[config.mk]
export PLATFORM = sky130hd
export DESIGN_NAME = regs_writeback_arbiter
export DESIGN_NICKNAME = d
export VERILOG_FILES = /design/src/rtl/regs_pkg.sv /design/src/rtl/regs_writeback_arbiter_rr_arbiter2.sv /design/src/rtl/regs_writeback_arbiter.sv
export SDC_FILE = /design/constraint.sdc
export NUM_CORES = 1
export LEC_CHECK = 0
export ABC_AREA = 0
export CAP_MARGIN = 20
export CORE_MARGIN = 2
export CORE_UTILIZATION = 51
export DETAILED_ROUTE_END_ITERATION = 16
export PLACE_DENSITY = 0.87
export SYNTH_ARGS = -nofsm -noshare
export SYNTH_HDL_FRONTEND = slang
export SYNTH_HIERARCHICAL = 1
export SYNTH_SLANG_ARGS = --single-unit
[constraint.sdc]
create_clock -name clk -period 8 [get_ports clk]
set_input_delay 2.4 -clock clk [delete_from_list [all_inputs] [get_ports clk]]
set_output_delay 2.4 -clock clk [all_outputs]
set_load 0.05 [all_outputs]
[src/rtl/regs_pkg.sv]
// Shared types for the register-file writeback arbiter: index type, zero register, source enum.
package regs_pkg;

  localparam int REG_AW = 5;
  localparam int REG_DW = 32;

  typedef logic [REG_AW-1:0] reg_idx_t;

  localparam reg_idx_t REG_ZERO = '0;

  // Round-robin pointer value names the source that currently holds priority.
  typedef enum logic {
    SRC_A = 1'b0,
    SRC_L = 1'b1
  } wb_src_e;

endpackage

[src/rtl/regs_writeback_arbiter_rr_arbiter2.sv]
// Two-way round-robin arbiter: bit 0 is the ALU source, bit 1 the load-return source.
module rr_arbiter2
  import regs_pkg::*;
(
  input  logic       clk,
  input  logic       rst_n,
  input  logic [1:0] eligible,
  output logic [1:0] grant
);

  wb_src_e ptr_q;
  wb_src_e ptr_d;

  always_ff @(posedge clk) begin
    if (!rst_n) begin
      ptr_q <= SRC_A;
    end else begin
      ptr_q <= ptr_d;
    end
  end

  // Priority passes to the other source after every grant; idle cycles leave it alone.
  always_comb begin
    grant = 2'b00;
    ptr_d = ptr_q;
    case (eligible)
      2'b01:   grant = 2'b01;
      2'b10:   grant = 2'b10;
      2'b11:   grant = (ptr_q == SRC_A) ? 2'b01 : 2'b10;
      default: grant = 2'b00;
    endcase
    if (grant[0]) begin
      ptr_d = SRC_L;
    end else if (grant[1]) begin
      ptr_d = SRC_A;
    end
  end

endmodule

[src/rtl/regs_writeback_arbiter.sv]
// Shares the register-file write port between ALU and load-return writebacks and keeps a
// per-register busy scoreboard of outstanding loads for read-after-load stalls.
module regs_writeback_arbiter
  import regs_pkg::*;
#(
  parameter int AddressBitWidth = REG_AW,
  parameter int DataBitWidth    = REG_DW
) (
  input  logic                       clk,
  input  logic                       rst_n,
  input  logic                       a_valid,
  output logic                       a_ready,
  input  logic [AddressBitWidth-1:0] a_rd,
  input  logic [DataBitWidth-1:0]    a_wd,
  input  logic                       l_valid,
  output logic                       l_ready,
  input  logic [AddressBitWidth-1:0] l_rd,
  input  logic [DataBitWidth-1:0]    l_wd,
  input  logic                       ld_issue,
  output logic                       ld_issue_ready,
  input  logic [AddressBitWidth-1:0] ld_issue_rd,
  input  logic [AddressBitWidth-1:0] rs1,
  input  logic [AddressBitWidth-1:0] rs2,
  output logic                       rs1_busy,
  output logic                       rs2_busy,
  output logic [AddressBitWidth-1:0] rd,
  output logic                       rd_we,
  output logic [DataBitWidth-1:0]    rd_wd
);

  localparam int NumRegs = 2 ** AddressBitWidth;

  // Handshake: a source transfers on a cycle where valid & ready are both high; while
  // valid & !ready the requester holds its rd/wd stable. Ready is combinational.

  logic [NumRegs-1:0] busy_q;
  logic [NumRegs-1:0] busy_d;
  logic [1:0]         eligible;
  logic [1:0]         grant;
  logic               issue_set;

  // Busy bit 0 is never set, so x0 reads and issues see it as free.
  assign eligible[0] = rst_n & a_valid & ~busy_q[a_rd];
  assign eligible[1] = rst_n & l_valid;

  rr_arbiter2 u_arb (
    .clk      (clk),
    .rst_n    (rst_n),
    .eligible (eligible),
    .grant    (grant)
  );

  assign a_ready = grant[0];
  assign l_ready = grant[1];

  assign ld_issue_ready = rst_n & ((ld_issue_rd == '0) | ~busy_q[ld_issue_rd]);
  assign issue_set      = ld_issue & ld_issue_ready & (ld_issue_rd != '0);

  assign rs1_busy = (rs1 != '0) & busy_q[rs1];
  assign rs2_busy = (rs2 != '0) & busy_q[rs2];

  // Clear applied before set so a load issued as the previous one retires keeps the bit.
  always_comb begin
    busy_d = busy_q;
    if (grant[1]) begin
      busy_d[l_rd] = 1'b0;
    end
    if (issue_set) begin
      busy_d[ld_issue_rd] = 1'b1;
    end
  end

  always_ff @(posedge clk) begin
    if (!rst_n) begin
      busy_q <= '0;
    end else begin
      busy_q <= busy_d;
    end
  end

  // Write port register; x0 grants complete the handshake but leave the port idle.
  always_ff @(posedge clk) begin
    if (!rst_n) begin
      rd    <= '0;
      rd_we <= 1'b0;
      rd_wd <= '0;
    end else begin
      rd_we <= 1'b0;
      if (grant[0] && (a_rd != '0)) begin
        rd    <= a_rd;
        rd_wd <= a_wd;
        rd_we <= 1'b1;
      end else if (grant[1] && (l_rd != '0)) begin
        rd    <= l_rd;
        rd_wd <= l_wd;
        rd_we <= 1'b1;
      end
    end
  end

endmodule

==> impl_metrics.env <==
export IMPL_status="completed"
export IMPL_max_freq_ghz=0.129
export IMPL_rows=33
export IMPL_clockBufferDepth=2
export IMPL_nets=620
export IMPL_seq_area_frac_synth=0.326
export IMPL_cp_end_kind="output port"
export IMPL_synth_edf_count=0
export IMPL_synth_flop_cell="dfxtp_1"
export IMPL_drive_above_1_share=0.125
export IMPL_dieArea_um2=9310
export IMPL_routed_wl_mm=13.8
export IMPL_critPathLaunchType="input port"
export IMPL_core_area_um2=8260
export IMPL_yosys_warnings=6
export IMPL_overflow=0
export IMPL_avgRoutedWirePerCell_um=21.8
export IMPL_synth_top_area_share=0.326
export IMPL_rsz0062_at_grt="false"
export IMPL_synthArstFlopShare=0
export IMPL_place_area_um2=5680
export IMPL_pin_count=137
export IMPL_hold_ws_ns=0.503
export IMPL_seq_area_um2=1420
export IMPL_criticalPathCategory="input port to output port"
export IMPL_combPwrFrac=0.274
export IMPL_post_cts_buffers=0
export IMPL_num_vias=4169
export IMPL_worstSkewPairLatency_ns=0.35
export IMPL_die_x_um=96.5
export IMPL_cts_sinks=71
export IMPL_finalSetupTns_ns=0
export IMPL_final_fill_count=619
export IMPL_syn_avg_cell_area_um2=10.5
export IMPL_initial_core_util=0.528
export IMPL_crit_path_max_fanout=10
export IMPL_fin_total_pwr_mw=0.911
export IMPL_p_int_mw=0.629
export IMPL_clkPwrFrac=0.309
export IMPL_yosysMostFrequentCell="dfxtp_1"
export IMPL_ys_top_cells_by_area="dfxtp_1, mux4_2, mux2i_1, o211a_1, o211ai_1"
export IMPL_gp_congestion=0.965
export IMPL_post_synth_top_area_cell="dfxtp_1"
export IMPL_maxSlewHeadroom=0.422
export IMPL_yosysUniqueCellTypes=47
export IMPL_grt_first_pass_wirelength_mm=20.5
export IMPL_peakVddDrop_v=0.0000951
export IMPL_netlist_area_um2=4360
export IMPL_setup_viol=0
export IMPL_drv_cap=0
export IMPL_powerDensity_nw_per_um2=155
export IMPL_hold_start="u_arb/ptr_q"
export IMPL_synth_seq_cells=71
export IMPL_hold_path_end="u_arb/ptr_q"
export IMPL_fin_area_um2=5860
export IMPL_cts_tree="done"
export IMPL_area_growth_pct=34.4
export IMPL_htree_levels=3
export IMPL_slew_viol_final=0
export IMPL_cts_buffers=9
export IMPL_drt_iter0_markers=445
export IMPL_syn_nets=510
export IMPL_fin_crit_sh=0.966
export IMPL_crit_arrival_ns=5.33
export IMPL_die_h_um=96.5
export IMPL_reg2reg_depth=11
export IMPL_finClkSkew_ns=0.00975
export IMPL_worstPathRequired_ns=5.60
export IMPL_grt_pass1_vias=3958
export IMPL_power_frac_seq=0.417
export IMPL_grt_max_degree=73
export IMPL_multi_input_area_um2=2700
export IMPL_synthCells=416
export IMPL_cts_reportedPaths_clkPinSlew_ns=0.07
export IMPL_drc_errors=0
export IMPL_dp_hpwl_mm=9.77
export IMPL_final_hold_viol_count=0
export IMPL_first_pass_iters=5
export IMPL_root_buffer="clkbuf_8"
export IMPL_p_sw_frac=0.309
export IMPL_portBuffers=136
export IMPL_rr_startpoint="busy_q[31]"
export IMPL_hp_class="flop to flop"
export IMPL_r2r_setup_slack_ns=4.67
export IMPL_grt_use_total=0.293
export IMPL_n_antenna_cell=0
export IMPL_worstMarginPinSlew_ns=0.865
export IMPL_finalCriticalPeriod_ns=7.73
export IMPL_ctsHoldBuffers=0
export IMPL_ys_top_cells_by_count="dfxtp_1, mux2i_1, nand2_1"
export IMPL_min_delay_path_depth=2
export IMPL_switchingPower_mw=0.282
export IMPL_p_leak_nw=2.50
export IMPL_r2r_end="rd_wd[19]"
export IMPL_antenna_found_initial=0
export IMPL_ant_nets=0
export IMPL_cts_resized=0
export IMPL_avgViaCountPerCell=6.58
[per-stage QoR]
| step | utilization | std cells | worst slack (ns) |
|---|---|---|---|
| floorplan | - | 416 | 1.36 |
| global placement | 0.688 | 620 | 0.373 |
| detailed placement | 0.688 | 620 | 0.285 |
| CTS | 0.710 | 634 | 0.281 |
| global route | 0.710 | 634 | 0.122 |
| finish | 0.710 | 634 | 0.271 |
[layout by cell type (no fill, tap or decap), types with 7 or more instances in the layout]
| cell | n |
|---|---|
| clkdlybuf4s50_1 | 132 |
| o211ai_1 | 31 |
| nand3_1 | 9 |
| nand3b_1 | 8 |
| o211a_1 | 34 |
| mux2i_1 | 50 |
| clkbuf_8 | 10 |
| dfxtp_1 | 71 |
| nand2_1 | 45 |
| o31ai_1 | 31 |
| mux4_2 | 28 |
| buf_4 | 7 |
[power groups by stage]
stage | Sequential, mW | Clock, mW | Combinational, mW
final | 0.380 | 0.281 | 0.249
after CTS | 0.380 | 0.283 | 0.249
after detailed placement | 0.388 | 0 | 0.247
after global placement | 0.387 | 0 | 0.243
after global routing | 0.382 | 0.299 | 0.264
after floorplan | 0.442 | 0 | 0.0963
[routing by layer]
layer | routed length (um) | part of all wire | track usage
met5 | 0 | 0 | 0
met3 | 1460 | 0.11 | 0.0822
met4 | 579 | 0.042 | 0.148
met2 | 6630 | 0.48 | 0.468
met1 | 5120 | 0.37 | 0.363
[critical path, stage by stage]
cell	delay, ns
clkdlybuf4s50_1	0.90
mux4_2	0.59
mux4_2	0.48
mux2i_1	0.13
and3_1	0.18
nand2b_1	0.08
and2_1	0.30
buf_4	0.26
[flip-flops by register name (all words and copies together) (netlist names)]
signal,flops
rd_wd,32
rd_we,1
busy_q,32
u_arb/ptr_q,1
rd,5
[cells by family after synthesis]
group           Yosys count  synth area share
compound gates          118             0.226
simple gates            101             0.122
mux                      82             0.270
flops                    71             0.326
buf+inv                  44            0.0562
[how the worst max path moves through the flow]
| stage | start | endpoint | slack [ns] | cells past startpoint |
|---|---|---|---|---|
| after global routing | a_rd[0] | l_ready | 0.12 | 8 |
| after floorplan | ld_issue_rd[0] | ld_issue_ready | 1.36 | 8 |
| after CTS | a_rd[0] | l_ready | 0.28 | 8 |
| after global placement | a_rd[0] | l_ready | 0.37 | 8 |
| after detailed placement | a_rd[0] | l_ready | 0.28 | 8 |
| final | a_rd[0] | l_ready | 0.27 | 8 |
[final cells by class]
cell class	instances	share of cell area
timing repair buffer	142	0.242
clock buffer	10	0.0235
clock inverter	4	0.00811
multi-input combinational	301	0.461
tap	105	0.0224
sequential	71	0.242
inverter	1	0.000640
Power figures use the tool's default switching activity.
